`src/rtl/mem_wb_stage_if.sv`:
```
// EX/MEM -> MEM/WB stage bundle: EX/MEM instruction fields, data-memory read
// return, and the registered writeback outputs with stall/error status.
interface mem_wb_stage_if;
   logic        EX_MEM_valid;
   logic        EX_MEM_regwrite;
   logic        EX_MEM_memread;
   logic [4:0]  EX_MEM_rd;
   logic [2:0]  EX_MEM_funct3;
   logic [31:0] EX_MEM_alures;
   logic [31:0] mem_rdata;
   logic        mem_rvalid;
   logic [4:0]  MEM_WB_rd;
   logic        MEM_WB_regwrite;
   logic [31:0] WB_res;
   logic        mem_hold;
   logic        load_err;
   logic        bus_err;

   modport master (
      output EX_MEM_valid, EX_MEM_regwrite, EX_MEM_memread, EX_MEM_rd,
             EX_MEM_funct3, EX_MEM_alures, mem_rdata, mem_rvalid,
      input  MEM_WB_rd, MEM_WB_regwrite, WB_res, mem_hold, load_err, bus_err
   );

   modport slave (
      input  EX_MEM_valid, EX_MEM_regwrite, EX_MEM_memread, EX_MEM_rd,
             EX_MEM_funct3, EX_MEM_alures, mem_rdata, mem_rvalid,
      output MEM_WB_rd, MEM_WB_regwrite, WB_res, mem_hold, load_err, bus_err
   );
endinterface

```
`src/rtl/mem_wb_stage.sv`:
```
// Memory-to-writeback stage: waits for load data (stalling upstream via
// mem_hold), aligns/extends it, and registers the register-file write port.
module mem_wb_stage #(
   parameter int unsigned TIMEOUT = 16
) (
   input logic           clk,
   input logic           Rst_n,
   mem_wb_stage_if.slave bus
);

   typedef enum logic {IDLE, LOAD_WAIT} state_t;

   localparam logic [7:0] LAST = 8'(TIMEOUT - 1);

   state_t      state, state_next;
   logic [7:0]  cnt, cnt_next;
   logic [4:0]  l_rd;
   logic        l_regwrite;
   logic [2:0]  l_funct3;
   logic [1:0]  l_off;

   logic        ld, done, timeout_hit, hold;
   logic [4:0]  cur_rd;
   logic        cur_regwrite;
   logic [2:0]  cur_funct3;
   logic [1:0]  cur_off;
   logic [7:0]  byte_val;
   logic [15:0] half_val;
   logic [31:0] ld_val;
   logic        ld_fault;

   logic [4:0]  wb_rd;
   logic        wb_regwrite;
   logic [31:0] wb_res;
   logic        load_err_q, bus_err_q;

   assign ld          = bus.EX_MEM_valid & bus.EX_MEM_memread;
   assign done        = (state == IDLE & ld & bus.mem_rvalid) |
                        (state == LOAD_WAIT & bus.mem_rvalid);
   assign timeout_hit = (state == LOAD_WAIT) & ~bus.mem_rvalid & (cnt == LAST);
   // Gated by reset so the stall releases the instant reset is asserted.
   assign hold        = Rst_n & ((state == IDLE & ld & ~bus.mem_rvalid) |
                        (state == LOAD_WAIT & ~bus.mem_rvalid & cnt != LAST));

   always_comb begin
      // NOTE: every output of a combinational block gets a default first so no latch is inferred.
      cur_rd       = l_rd;
      cur_regwrite = l_regwrite;
      cur_funct3   = l_funct3;
      cur_off      = l_off;
      if (state == IDLE) begin
         cur_rd       = bus.EX_MEM_rd;
         cur_regwrite = bus.EX_MEM_regwrite;
         cur_funct3   = bus.EX_MEM_funct3;
         cur_off      = bus.EX_MEM_alures[1:0];
      end
   end

   always_comb begin
      byte_val = bus.mem_rdata[8*cur_off +: 8];
      half_val = cur_off[1] ? bus.mem_rdata[31:16] : bus.mem_rdata[15:0];
      ld_val   = bus.mem_rdata;
      ld_fault = 1'b0;
      case (cur_funct3)
         3'b000:  ld_val = {{24{byte_val[7]}}, byte_val};
         3'b001: begin
            ld_val   = {{16{half_val[15]}}, half_val};
            ld_fault = cur_off[0];
         end
         3'b010:  ld_fault = (cur_off != 2'b00);
         3'b100:  ld_val = {24'd0, byte_val};
         3'b101: begin
            ld_val   = {16'd0, half_val};
            ld_fault = cur_off[0];
         end
         default: ld_fault = 1'b1;
      endcase
   end

   always_comb begin
      state_next = state;
      cnt_next   = cnt;
      case (state)
         IDLE: if (ld && !bus.mem_rvalid) begin
            state_next = LOAD_WAIT;
            cnt_next   = 8'd0;
         end
         LOAD_WAIT: begin
            if (bus.mem_rvalid || timeout_hit) state_next = IDLE;
            else                               cnt_next   = cnt + 8'd1;
         end
         default: state_next = IDLE;
      endcase
   end

   // NOTE: sequential state uses non-blocking assignments so every flop samples pre-edge values.
   always_ff @(posedge clk or negedge Rst_n) begin
      if (!Rst_n) begin
         state      <= IDLE;
         cnt        <= 8'd0;
         l_rd       <= 5'd0;
         l_regwrite <= 1'b0;
         l_funct3   <= 3'd0;
         l_off      <= 2'd0;
      end else begin
         state <= state_next;
         cnt   <= cnt_next;
         if (state == IDLE && ld && !bus.mem_rvalid) begin
            l_rd       <= bus.EX_MEM_rd;
            l_regwrite <= bus.EX_MEM_regwrite;
            l_funct3   <= bus.EX_MEM_funct3;
            l_off      <= bus.EX_MEM_alures[1:0];
         end
      end
   end

   always_ff @(posedge clk or negedge Rst_n) begin
      if (!Rst_n) begin
         wb_rd       <= 5'd0;
         wb_regwrite <= 1'b0;
         wb_res      <= 32'd0;
         load_err_q  <= 1'b0;
         bus_err_q   <= 1'b0;
      end else begin
         load_err_q <= 1'b0;
         if (!hold) begin
            if (timeout_hit) begin
               wb_regwrite <= 1'b0;
               bus_err_q   <= 1'b1;
            end else if (done) begin
               if (ld_fault) begin
                  wb_regwrite <= 1'b0;
                  load_err_q  <= 1'b1;
               end else begin
                  wb_rd       <= cur_rd;
                  wb_regwrite <= cur_regwrite;
                  wb_res      <= ld_val;
               end
            end else if (state == IDLE && bus.EX_MEM_valid) begin
               wb_rd       <= bus.EX_MEM_rd;
               wb_regwrite <= bus.EX_MEM_regwrite;
               wb_res      <= bus.EX_MEM_alures;
            end else begin
               wb_regwrite <= 1'b0;
            end
         end
      end
   end

   assign bus.MEM_WB_rd       = wb_rd;
   assign bus.MEM_WB_regwrite = wb_regwrite;
   assign bus.WB_res          = wb_res;
   assign bus.mem_hold        = hold;
   assign bus.load_err        = load_err_q;
   assign bus.bus_err         = bus_err_q;

endmodule

```
`src/flat_wrapper.sv`:
```
// flat-port wrapper written by rule: the top's interface ports become plain ports
module mem_wb_stage_flat 
#(
   parameter int unsigned TIMEOUT = 16
)
  (clk, Rst_n, bus_EX_MEM_valid, bus_EX_MEM_regwrite, bus_EX_MEM_memread, bus_EX_MEM_rd, bus_EX_MEM_funct3, bus_EX_MEM_alures, bus_mem_rdata, bus_mem_rvalid, bus_MEM_WB_rd, bus_MEM_WB_regwrite, bus_WB_res, bus_mem_hold, bus_load_err, bus_bus_err);
  mem_wb_stage_if bus_i ();
  input logic clk;
  input logic Rst_n;
  input wire logic [$bits(bus_i.EX_MEM_valid)-1:0] bus_EX_MEM_valid;
  input wire logic [$bits(bus_i.EX_MEM_regwrite)-1:0] bus_EX_MEM_regwrite;
  input wire logic [$bits(bus_i.EX_MEM_memread)-1:0] bus_EX_MEM_memread;
  input wire logic [$bits(bus_i.EX_MEM_rd)-1:0] bus_EX_MEM_rd;
  input wire logic [$bits(bus_i.EX_MEM_funct3)-1:0] bus_EX_MEM_funct3;
  input wire logic [$bits(bus_i.EX_MEM_alures)-1:0] bus_EX_MEM_alures;
  input wire logic [$bits(bus_i.mem_rdata)-1:0] bus_mem_rdata;
  input wire logic [$bits(bus_i.mem_rvalid)-1:0] bus_mem_rvalid;
  output wire logic [$bits(bus_i.MEM_WB_rd)-1:0] bus_MEM_WB_rd;
  output wire logic [$bits(bus_i.MEM_WB_regwrite)-1:0] bus_MEM_WB_regwrite;
  output wire logic [$bits(bus_i.WB_res)-1:0] bus_WB_res;
  output wire logic [$bits(bus_i.mem_hold)-1:0] bus_mem_hold;
  output wire logic [$bits(bus_i.load_err)-1:0] bus_load_err;
  output wire logic [$bits(bus_i.bus_err)-1:0] bus_bus_err;
  assign bus_i.EX_MEM_valid = bus_EX_MEM_valid;
  assign bus_i.EX_MEM_regwrite = bus_EX_MEM_regwrite;
  assign bus_i.EX_MEM_memread = bus_EX_MEM_memread;
  assign bus_i.EX_MEM_rd = bus_EX_MEM_rd;
  assign bus_i.EX_MEM_funct3 = bus_EX_MEM_funct3;
  assign bus_i.EX_MEM_alures = bus_EX_MEM_alures;
  assign bus_i.mem_rdata = bus_mem_rdata;
  assign bus_i.mem_rvalid = bus_mem_rvalid;
  assign bus_MEM_WB_rd = bus_i.MEM_WB_rd;
  assign bus_MEM_WB_regwrite = bus_i.MEM_WB_regwrite;
  assign bus_WB_res = bus_i.WB_res;
  assign bus_mem_hold = bus_i.mem_hold;
  assign bus_load_err = bus_i.load_err;
  assign bus_bus_err = bus_i.bus_err;
  mem_wb_stage #(.TIMEOUT(TIMEOUT)) u_core (.clk(clk), .Rst_n(Rst_n), .bus(bus_i));
endmodule
```
`config.mk`:
```
export PLATFORM = sky130hd
export DESIGN_NAME = mem_wb_stage_flat
export DESIGN_NICKNAME = d
export VERILOG_FILES = /design/src/rtl/mem_wb_stage_if.sv /design/src/rtl/mem_wb_stage.sv /design/src/flat_wrapper.sv
export SDC_FILE = /design/constraint.sdc
export NUM_CORES = 1
export LEC_CHECK = 0
export CORE_UTILIZATION = 40
export CTS_CLUSTER_DIAMETER = 150
export DETAILED_ROUTE_END_ITERATION = 10
export PLACE_DENSITY = 0.79
export SLEW_MARGIN = 20
export SYNTH_ARGS = -nofsm -noshare
export SYNTH_HDL_FRONTEND = slang
export SYNTH_SLANG_ARGS = --single-unit
```
`constraint.sdc`:
```
create_clock -name clk -period 5.3 [get_ports clk]
set_input_delay 1.06 -clock clk [delete_from_list [all_inputs] [get_ports clk]]
set_output_delay 1.06 -clock clk [all_outputs]
set_load 0.1 [all_outputs]
```
==> impl_metrics.json <==
{
  "crit_path_max_fanout": 7,
  "drv_slew": 0,
  "cts-root-buf": "clkbuf_8",
  "drive_gt1_share_pct": 12.9,
  "status": "completed",
  "die_h_um": 97.1,
  "clock-sinks": 60,
  "syn_area_um2": 3620,
  "crit_chain": "clkdlybuf4s50_1 -> nand2b_1 -> a31oi_1 -> nor2_1 -> inv_1 -> and2_1 -> buf_4",
  "avgSynthCellArea_um2": 9.60,
  "synth_top_cell_by_area": "dfrtp_1",
  "r2r_slack_ns": 2.04,
  "synth_top_family_by_area": "compound AO/OA/AOI/OAI gates",
  "synthCells": 377,
  "postCtsSetupRepairBufs": 0,
  "worst_pin_slew_ns": 1.01,
  "cpPeakStageDelay_ns": 0.54,
  "reg2reg_depth": 6,
  "critical-path-top-delay-family": "buffers and inverters",
  "slowest_stage": "clkdlybuf4s50_1",
  "critPathArrivalTime_ns": 2.85,
  "area_growth_syn_to_layout_pct": 38.6,
  "finalSetupTns_ns": 0,
  "p_per_area_nw_per_um2": 396,
  "cp.depth": 7,
  "rows": 34,
  "async_flop_share_pct": 100,
  "synth-xor-area-share_pct": 1.21,
  "finalCriticalPeriod_ns": 3.91,
  "cts_tree": "done",
  "hold_depth": 2,
  "io_pins": 119,
  "ys_seq_area_share_pct": 41.5,
  "criticalPathCategory": "in -> out",
  "drt-initial-drc-count": 230,
  "synth.top_cell.area_share_pct": 41.5,
  "wirelength_um": 11200,
  "synthAdderAreaFrac_pct": 0.346,
  "wl_per_cell_um": 18.8,
  "crit_path_start_kind": "input pin",
  "grt_pass1_wl_um": 17800,
  "num_vias": 3519,
  "diodes": 0,
  "ir_worst_vdd_uv": 208,
  "required_ns": 4.24,
  "cts_buffer_depth": 2,
  "maxCapViolations": 0,
  "fin_cells": 596,
  "synth-edff-count": 0,
  "fin_nets": 563,
  "overflow": 0,
  "vias_per_cell": 5.90,
  "ant_nets": 0,
  "grt_use_total_pct": 23.7,
  "io_buffers": 118,
  "fp.dieArea_um2": 9430,
  "max_freq_ghz": 0.256,
  "skew_ns": 0.00689,
  "hold_class": "reg -> reg",
  "netlist_top_cells_area": "dfrtp_1 (41%), o21ai_0 (5.9%), mux2i_1 (5.3%), o31ai_2 (4.8%), nor2_1 (4.5%)",
  "synth_compound_area_share_pct": 31.7,
  "fin_util_pct": 57.5,
  "path_buf_inv": 3,
  "routabilityCongestion": 0.874,
  "dp.cells": 581,
  "slew_headroom_pct": 32.7,
  "hold_viol_final": 0,
  "setup_violations": 0,
  "synth_mux_area_share_pct": 7.95,
  "first_pass_iters": 5,
  "hold_buffers": 0,
  "fin_crit_sh_pct": 73.8,
  "grt_pass1_vias": 3451,
  "syn_nets": 456,
  "cts-resized-gates": 0,
  "numCtsBuffers": 9,
  "ys_seq_elements": 60,
  "initial_core_util_pct": 41.5,
  "dpl.hpwl_um": 7910,
  "synth-simple-area-share_pct": 12.0,
  "clkLatencyLatePin_ns": 0.34,
  "synth_top_flop_cell": "dfrtp_1",
  "yosysUniqueCellTypes": 50,
  "antenna_found_initial": 0,
  "dieWidth_um": 97.1,
  "yosysWarnings": 0,
  "grt_max_degree": 43,
  "core_um2": 8720,
  "drc": 0,
  "htree_levels": 3,
  "path_clk_slew_ns": 0.06,
  "p_leak_nw": 2.06,
  "cp-end-kind": "primary output",
  "rsz0062_at_grt": "no"
}
==> metal layers <==
metal	share of wire [%]	vias to the layer above	routed length (µm)	global-route usage [%]
met5	0	-	0	0
met4	1.9	0	211	9.76
met3	9.1	26	1030	6.26
met2	46	180	5130	36.3
met1	43	1690	4840	31.8
li1	-	1623	-	-
==> worst min-delay path: stages (launching register included) <==
cell and delay (ns):
dfrtp_1 0.34, nand2_1 0.05, nand2_1 0.06
==> cell usage after synthesis, types with 3 or more instances <==
cell type and instances:
dfrtp_1 60, nor2_1 43, o21ai_0 43, nand2_1 37
mux2i_1 19, clkbuf_1 15, o31ai_2 14, a21oi_1 12
a211oi_1 10, a221oi_2 10, buf_2 10, o31ai_1 9
a221oi_1 8, a2bb2oi_1 8, inv_1 8, o221ai_1 8
o2bb2ai_1 7, and2_1 3, buf_4 3, buf_6 3
mux2_2 3, mux2i_2 3, nand2b_1 3, nand3_1 3
o21a_1 3, xnor2_1 3
==> layout by cell type, fill, tap and decap left out, types with 7 or more instances in the layout <==
master and n:
a211oi_1 10, a21oi_1 12, a221oi_1 8, a221oi_2 10, a2bb2oi_1 8, buf_4 10, clkbuf_8 11, clkdlybuf4s50_1 116
dfrtp_1 60, inv_1 8, mux2i_1 19, nand2_1 37, nor2_1 43, o21ai_0 43, o221ai_1 8, o2bb2ai_1 7
o31ai_1 9, o31ai_2 14
==> state kept, by name, summed over array words and instances (netlist names) <==
register / flops
u_core.bus.load_err: 1
u_core.state: 1
u_core.bus.bus_err: 1
u_core.bus.MEM_WB_rd: 5
u_core.l_funct3: 3
u_core.l_off: 2
u_core.bus.WB_res: 32
u_core.cnt: 8
u_core.l_rd: 5
u_core.l_regwrite: 1
u_core.bus.MEM_WB_regwrite: 1
==> cell families (layout without fill, tap and decap cells) <==
| kind of cell | Yosys count | count (layout) |
|---|---|---|
| flip-flops | 60 | 60 |
| AO/OA/AOI/OAI | 144 | 144 |
| XOR/XNOR | 5 | 5 |
| AND/OR/NAND/NOR | 102 | 102 |
| buffers and inverters | 39 | 150 |
| adder cells (fa/ha/maj) | 1 | 1 |
| multiplexers | 26 | 26 |
==> cell type report <==
type,count,area (µm²)
well taps,108,135
multi-input cells,278,1940
clock inverters,2,10.0
inverters,8,30.0
flip-flops and latches,60,1500
repair buffers,127,1240
clock buffers,13,159
fillers,769,3700
==> final timing paths <==
| path | endpoint | start |
|---|---|---|
| setup / recovery | bus_mem_hold | bus_mem_rvalid |
| hold / removal | u_core.l_rd[0] | u_core.l_rd[0] |
| setup reg to reg | u_core.bus.WB_res[31] | u_core.state |
| hold reg to reg | u_core.l_rd[0] | u_core.l_rd[0] |
| max in group asynchronous | u_core.bus.WB_res[4] | Rst_n |
| min in group asynchronous | u_core.cnt[2] | Rst_n |
==> per-stage QoR <==
stage / hold slack (ns) / instance area (µm²) / setup WS [ns] / power (mW)
floorplan: 0.445 / 3620 / 1.69 / 1.35
global placement: 0.457 / 4850 / 1.49 / 1.61
detailed placement: 0.468 / 4850 / 1.41 / 1.63
CTS: 0.486 / 5020 / 1.40 / 1.99
global route: 0.501 / 5020 / 1.30 / 2.07
finish: 0.481 / 5020 / 1.39 / 1.99
==> power by group <==
| group | internal (mW) | switching, mW | total (mW) |
|---|---|---|---|
| Clock | 0.191 | 0.172 | 0.363 |
| Combinational | 0.279 | 0.733 | 1.01 |
| Sequential | 0.548 | 0.0628 | 0.611 |
| Total | 1.02 | 0.967 | 1.99 |
Note: power is estimated with default switching activity, not from simulation.
